--- config.mk ---
export PLATFORM = sky130hd
export DESIGN_NAME = pipe_hazard_ctrl
export DESIGN_NICKNAME = d
export VERILOG_FILES = /design/src/rtl/pipe_hazard_ctrl.sv
export SDC_FILE = /design/constraint.sdc
export NUM_CORES = 1
export LEC_CHECK = 0
export BUFFER_PORTS_ARGS = -buffer_cell sky130_fd_sc_hd__buf_4
export CAP_MARGIN = 20
export CORE_AREA = 3 3 118 75
export DETAILED_ROUTE_END_ITERATION = 12
export DIE_AREA = 0 0 121 78
export GPL_TIMING_DRIVEN = 0
export HOLD_SLACK_MARGIN = 0.1
export PLACE_DENSITY = 0.88
export SKIP_LAST_GASP = 1
export SYNTH_ARGS = -nofsm -noshare
export SYNTH_HDL_FRONTEND = slang
export SYNTH_SLANG_ARGS = --single-unit
--- constraint.sdc ---
create_clock -name clk -period 3.1 [get_ports clk]
set_clock_uncertainty 0.15 [all_clocks]
set_input_delay 0.93 -clock clk [delete_from_list [all_inputs] [get_ports clk]]
set_output_delay 0.93 -clock clk [all_outputs]
set_load 0.05 [all_outputs]
--- src/rtl/pipe_hazard_ctrl.sv ---
// ---------------------------------------------------------------------------
// pipe_hazard_ctrl
//
// Central stall/flush controller for a 5-stage pipeline. Gathers the wait and
// hazard indications from fetch, decode, execute and memory and produces the
// per-register hold (stall_*) and bubble-insert (reset_*) controls, plus the
// PC hold and redirect.
//
// A taken branch that arrives while a fetch is still in flight is parked in
// pend_pc (state REDIR_PEND). The redirect is issued once the fetch returns,
// and the stale instruction is squashed in that same cycle.
//
// Optional feature macro: PIPE_CTRL_PERF_EN
//   When defined, four saturating CNT_W-bit performance counters are added as
//   extra output ports. When undefined, neither the ports nor the counters
//   exist.
//
// Ports:
//   clk             in   clock
//   reset           in   asynchronous reset, active-low
//   Iwait           in   fetch memory access outstanding
//   Dwait           in   data memory access outstanding in MEM
//   exe_is_waiting  in   multi-cycle mul/div busy in EX
//   load_use        in   ID instruction needs a load result currently in EX
//   branch_taken    in   EX resolved a taken branch/jump this cycle
//   branch_target   in   [PC_W-1:0] target for branch_taken
//   stall_pc        out  PC register holds
//   stall_IF_ID     out  IF/ID holds
//   stall_ID_EX     out  ID/EX reloads its previous contents
//   stall_EX_MEM    out  EX/MEM holds
//   stall_MEM_WB    out  MEM/WB holds
//   reset_IF_ID     out  1 (RESET_RESET) inserts a bubble, 0 = continue
//   reset_ID_EX     out  same, for ID/EX
//   reset_EX_MEM    out  same, for EX/MEM
//   redirect_valid  out  PC loads redirect_pc this cycle
//   redirect_pc     out  [PC_W-1:0] redirect target (0 when not redirecting)
//   redir_pending   out  controller is in REDIR_PEND
//   perf_*          out  [CNT_W-1:0] perf counters (PIPE_CTRL_PERF_EN only)
// ---------------------------------------------------------------------------
module pipe_hazard_ctrl #(
   parameter int PC_W  = 64,
   parameter int CNT_W = 32
) (
   input  logic            clk,
   input  logic            reset,
   input  logic            Iwait,
   input  logic            Dwait,
   input  logic            exe_is_waiting,
   input  logic            load_use,
   input  logic            branch_taken,
   input  logic [PC_W-1:0] branch_target,
   output logic            stall_pc,
   output logic            stall_IF_ID,
   output logic            stall_ID_EX,
   output logic            stall_EX_MEM,
   output logic            stall_MEM_WB,
   output logic            reset_IF_ID,
   output logic            reset_ID_EX,
   output logic            reset_EX_MEM,
   output logic            redirect_valid,
   output logic [PC_W-1:0] redirect_pc,
   output logic            redir_pending
`ifdef PIPE_CTRL_PERF_EN
   ,
   output logic [CNT_W-1:0] perf_dwait_cyc,
   output logic [CNT_W-1:0] perf_exe_cyc,
   output logic [CNT_W-1:0] perf_loaduse_cyc,
   output logic [CNT_W-1:0] perf_flush_cnt
`endif
);

   // reset_t encoding for the pipeline-register reset controls
   localparam logic RESET_CONTINUE = 1'b0;
   localparam logic RESET_RESET    = 1'b1;

   typedef enum logic {
      RUN,
      REDIR_PEND
   } state_t;

   state_t            state;
   logic [PC_W-1:0]   pend_pc;

   logic              accept_pend;
   logic              release_redir;
   logic              rst_if_id_raw;
   logic              rst_id_ex_raw;
   logic              rst_ex_mem_raw;

   // Priority decode. Everything here is 0-cycle combinational from the
   // current state and inputs. While reset is asserted all controls sit at
   // their idle values, regardless of what the pipeline is presenting.
   // Dwait and exe_is_waiting apply in both states. A pending redirect is also
   // held back by exe_is_waiting, because that rule freezes the PC.
   always_comb begin
      stall_pc       = 1'b0;
      stall_IF_ID    = 1'b0;
      stall_ID_EX    = 1'b0;
      stall_EX_MEM   = 1'b0;
      stall_MEM_WB   = 1'b0;
      rst_if_id_raw  = RESET_CONTINUE;
      rst_id_ex_raw  = RESET_CONTINUE;
      rst_ex_mem_raw = RESET_CONTINUE;
      redirect_valid = 1'b0;
      redirect_pc    = '0;
      accept_pend    = 1'b0;
      release_redir  = 1'b0;

      if (reset) begin
         if (Dwait) begin
            stall_pc     = 1'b1;
            stall_IF_ID  = 1'b1;
            stall_ID_EX  = 1'b1;
            stall_EX_MEM = 1'b1;
            stall_MEM_WB = 1'b1;
         end else if (exe_is_waiting) begin
            stall_pc       = 1'b1;
            stall_IF_ID    = 1'b1;
            stall_ID_EX    = 1'b1;
            rst_ex_mem_raw = RESET_RESET;
         end else if (state == REDIR_PEND) begin
            rst_if_id_raw = RESET_RESET;
            if (Iwait) begin
               stall_pc = 1'b1;
            end else begin
               redirect_valid = 1'b1;
               redirect_pc    = pend_pc;
               release_redir  = 1'b1;
            end
         end else if (branch_taken) begin
            rst_if_id_raw = RESET_RESET;
            rst_id_ex_raw = RESET_RESET;
            if (Iwait) begin
               stall_pc    = 1'b1;
               accept_pend = 1'b1;
            end else begin
               redirect_valid = 1'b1;
               redirect_pc    = branch_target;
            end
         end else if (load_use) begin
            stall_pc      = 1'b1;
            stall_IF_ID   = 1'b1;
            rst_id_ex_raw = RESET_RESET;
         end else if (Iwait) begin
            stall_pc      = 1'b1;
            rst_if_id_raw = RESET_RESET;
         end
      end
   end

   // A held register must keep its contents, so a stall always overrides a
   // bubble request on the same register.
   always_comb begin
      reset_IF_ID   = stall_IF_ID  ? RESET_CONTINUE : rst_if_id_raw;
      reset_ID_EX   = stall_ID_EX  ? RESET_CONTINUE : rst_id_ex_raw;
      reset_EX_MEM  = stall_EX_MEM ? RESET_CONTINUE : rst_ex_mem_raw;
      redir_pending = (state == REDIR_PEND);
   end

   // Redirect FSM and the parked branch target. Asserting reset drops any
   // pending redirect immediately.
   always_ff @(posedge clk or negedge reset) begin
      if (!reset) begin
         state   <= RUN;
         pend_pc <= '0;
      end else begin
         if (accept_pend) begin
            state   <= REDIR_PEND;
            pend_pc <= branch_target;
         end else if (release_redir) begin
            state <= RUN;
         end
      end
   end

`ifdef PIPE_CTRL_PERF_EN
   logic ev_dwait;
   logic ev_exe;
   logic ev_loaduse;
   logic ev_flush;

   // Perf events mirror which priority rule won this cycle. A flush is an
   // accepted taken branch, whether it redirects now or is parked.
   always_comb begin
      ev_dwait   = reset && Dwait;
      ev_exe     = reset && !Dwait && exe_is_waiting;
      ev_flush   = reset && !Dwait && !exe_is_waiting && (state == RUN) && branch_taken;
      ev_loaduse = reset && !Dwait && !exe_is_waiting && (state == RUN) && !branch_taken && load_use;
   end

   // Saturating counters: once all-ones they stay there until reset.
   always_ff @(posedge clk or negedge reset) begin
      if (!reset) begin
         perf_dwait_cyc   <= '0;
         perf_exe_cyc     <= '0;
         perf_loaduse_cyc <= '0;
         perf_flush_cnt   <= '0;
      end else begin
         if (ev_dwait && (perf_dwait_cyc != '1))
            perf_dwait_cyc <= perf_dwait_cyc + 1'b1;
         if (ev_exe && (perf_exe_cyc != '1))
            perf_exe_cyc <= perf_exe_cyc + 1'b1;
         if (ev_loaduse && (perf_loaduse_cyc != '1))
            perf_loaduse_cyc <= perf_loaduse_cyc + 1'b1;
         if (ev_flush && (perf_flush_cnt != '1))
            perf_flush_cnt <= perf_flush_cnt + 1'b1;
      end
   end
`else
   // Counter width only matters for the perf build; this empty check keeps
   // the parameter referenced so both builds share one interface.
   if (CNT_W > 0) begin : g_cnt_w_ok
   end
`endif

endmodule

---- Word-level counts from Yosys, hierarchy flattened ----
Index checks and enable logic that the tools add are counted.
W data, S select, Z words.
operators by class
  mux-type cells .......................... 58
  reductions and logical operators ........ 1
operators by type and width
  kind                number
  $mux W64            7
  $mux W1             51
  $reduce_bool A2 Y1  1
storage, ports and cells
  flip-flop bits (word level) ............. 65
  input port bits ......................... 71
  logic and storage cells ................. 61

---- Logic depth before layout (Yosys ltp) ----
  depth in word-level cells ............... 8
  depth in mapped cells ................... 5
  gate-level depth less buffers ........... 3

---- Worst setup path before layout ----
Ideal clock, no wire load.
  kind .................................... input to output
  start point ............................. in exe_is_waiting
  end point ............................... out redirect_pc[14]
  arrival ................................. 2.658 ns
  data required time ...................... 2.020 ns
  setup slack ............................. -0.638 ns
  stages on the path ...................... 5
  buffers on the path ..................... 2
  cells stage by stage .................... or3b_4 > or2_1 > buf_2 > buf_2 > a21oi_1
between the ends
  longest elaborated chain between the ends .. 3
RTL lines
  item         line  RTL
  from (decl)  48    input logic exe_is_waiting,
  $mux W64     116   end else if (exe_is_waiting) begin
  $mux W64     110   if (Dwait) begin
  $mux W64     109   if (reset) begin
  to (decl)    61    output logic [PC_W-1:0] redirect_pc,
Every way passes these cells.

---- Worst setup path after layout ----
  start point ............................. in exe_is_waiting
  end point ............................... out redirect_pc[38]
The elaborated chain is that of the path after synthesis.

==> results.json <==
{
  "clock_latency_ps": 330,
  "cts_hold_buf": 0,
  "leakage_uw": 0.00271,
  "pin_count": 145,
  "die_height_um": 78,
  "synth.net_count": 445,
  "path_class": "in2out",
  "hold_path_class": "reg2reg",
  "yosysTopAreaCell": "dfrtp_1",
  "via_per_inst": 5.80,
  "cts_tree": "done",
  "clk_pin_slew_ps": 50,
  "path_delay_family": "simple AND/OR/NAND/NOR gates",
  "finalSetupViolCount": 65,
  "rows": 25,
  "path_buf_inv": 4,
  "vias": 3792,
  "tightest_slew_ps": 492,
  "clockBufferDepth": 2,
  "drc_errors": 0,
  "p_total_uw": 3400,
  "fin_cells": 654,
  "fin_crit_sh_pct": 111,
  "critPathLaunchType": "input port",
  "status": "complete, but fails checks",
  "tns_ps": -18440,
  "critPathMaxStageDelay_ps": 390,
  "clock-root-buffer": "clkbuf_16",
  "hold_violations": 0,
  "grt_pass1_vias": 4026,
  "drv_cap": 0,
  "fp.dieW_um": 121,
  "cpMostUsedCell": "buf_12",
  "multi_input_area_um2": 2680,
  "finalWirelength_um": 14300,
  "dp_cells": 626,
  "grt_util_all_layers_pct": 29.8,
  "grt_overflow": 0,
  "synth_edf_count": 0,
  "netlist_top_cells_area": "dfrtp_1 (42%), mux2_4 (15%), nand3b_1 (12%)",
  "htreeDepth": 3,
  "seqCellArea_um2": 1630,
  "initial_core_util_pct": 49.8,
  "numCtsBuffers": 9,
  "grt_max_degree": 36,
  "path_cells": "buf_8 > or3b_4 > or2_4 > buf_12 > buf_12 > a21oi_2 > buf_6",
  "yosys-top-cells-count": "a21oi_1 (65), dfrtp_1 (65), nand2_1 (65)",
  "synthArstFlopShare_pct": 100,
  "io_buffers": 144,
  "ys.flop_type": "dfrtp_1",
  "yosys_warnings": 0,
  "crit_slowest_cell": "or3b_4",
  "antenna_found_initial": 0,
  "wire_per_inst_um": 21.9,
  "ff2ff_setup_slack_ps": 1280,
  "core_area_um2": 7790,
  "avgSynthCellArea_um2": 10.4,
  "rsz0062_at_grt": "true",
  "fmax_mhz": 290,
  "drv_slew": 0,
  "crit_fanout": 10,
  "diodes": 0,
  "yosysSeqAreaShare_pct": 41.9,
  "cp.required_ps": 2020,
  "nNetsFinal": 612,
  "cp.arrival_ps": 2370,
  "grt_pass1_wl_um": 21700,
  "powerDensity_nw_per_um2": 510,
  "hpwlAfterDp_um": 8510,
  "yosys.cell_types.count": 25,
  "nFillCells": 380,
  "synthCells": 374,
  "area_growth_pct": 71.8,
  "fin_ws_ps": -348,
  "synth_top_area_share_pct": 41.9,
  "relSlewSlack_pct": 67.2,
  "ant_nets": 0,
  "netlist_area_um2": 3880,
  "gp_congestion": 0.856,
  "dieArea_um2": 9440,
  "violations": "setup timing",
  "fin_crit_ps": 3450,
  "holdWs_ps": 354,
  "layout-drive-gt1-share_pct": 57.7,
  "crit_path_end_kind": "output port",
  "drt_iter0_drc": 222,
  "ir_worst_vdd_uv": 367,
  "pre_cts_slack_ps": -1150,
  "ys_seq_elements": 65,
  "cts_sinks": 65,
  "first_pass_iters": 4
}
==> cell usage in the layout, fill, tap and decap left out, types with 12 or more instances in the layout <==
cell | netlist | layout
buf_6 | 1 | 65
nand3b_1 | 64 | 64
mux2_2 | 15 | 15
buf_4 | 1 | 83
clkbuf_16 | 0 | 12
clkbuf_1 | 22 | 16
nand2_1 | 65 | 65
dfrtp_1 | 65 | 65
mux2_4 | 40 | 40
a21oi_4 | 0 | 53
==> sequential cells by signal, indices dropped and copies added (netlist names) <==
register       flops
pend_pc           64
redir_pending      1
==> final timing paths <==
path | startpoint | depth (start not counted) | to
max in group asynchronous | reset | 2 | pend_pc[3]
min in group asynchronous | reset | 1 | pend_pc[16]
worst max register to register | redir_pending | 4 | pend_pc[8]
worst max-delay path | exe_is_waiting | 7 | redirect_pc[38]
worst min-delay path | pend_pc[3] | 1 | pend_pc[3]
worst min register to register | pend_pc[3] | 1 | pend_pc[3]
==> power breakdown <==
group	internal, µW	total (µW)	switching, µW
sequential	1090	1240	151
combinational	516	1070	550
clock	748	1100	352
==> layer usage <==
layer  up-vias  track usage [%]  wire (µm)  part of all wire, %
met2       188             50.7       7050                   49
met5         -                0          0                    0
met4         0             10.9        420                  2.9
li1       1647                -          -                    -
met1      1918             36.5       5880                   41
met3        39             7.79        945                  6.6
==> final cells by class <==
cell class | count | share of cell area [%]
Multi-Input combinational cell | 273 | 40.1
Timing Repair Buffer | 156 | 23.5
Tap cell | 108 | 2.03
Clock inverter | 2 | 0.901
Clock buffer | 14 | 3.96
Sequential cell | 65 | 24.4
Buffer | 36 | 5.12
==> stage by stage <==
stage,util [%],instance area (µm²)
after global routing,85.6,6670
after CTS,84.1,6550
after global placement,71.7,5590
after floorplan,-,4370
after detailed placement,71.7,5590
final,85.6,6670
==> worst reg2reg max path, stage by stage (launching register included) <==
cell	delay, ps
dfrtp_1	480
nor3_2	310
buf_6	240
buf_8	170
mux2_1	350
==> cell families after synthesis <==
| group | share of synthesized area (%) |
|---|---|
| AND/OR/NAND/NOR | 20.5 |
| AO/OA/AOI/OAI | 9.19 |
| flip-flops | 41.9 |
| multiplexers | 22.4 |
| buffers and inverters | 5.93 |
==> what timing repair did <==
action / CTS / global route
cloned: 3 / 1
endpoints found under the setup margin: 73 / 65
setup buffers: 7 / 1
resized for setup: 110 / 18
Power figures use the tool's default switching activity.
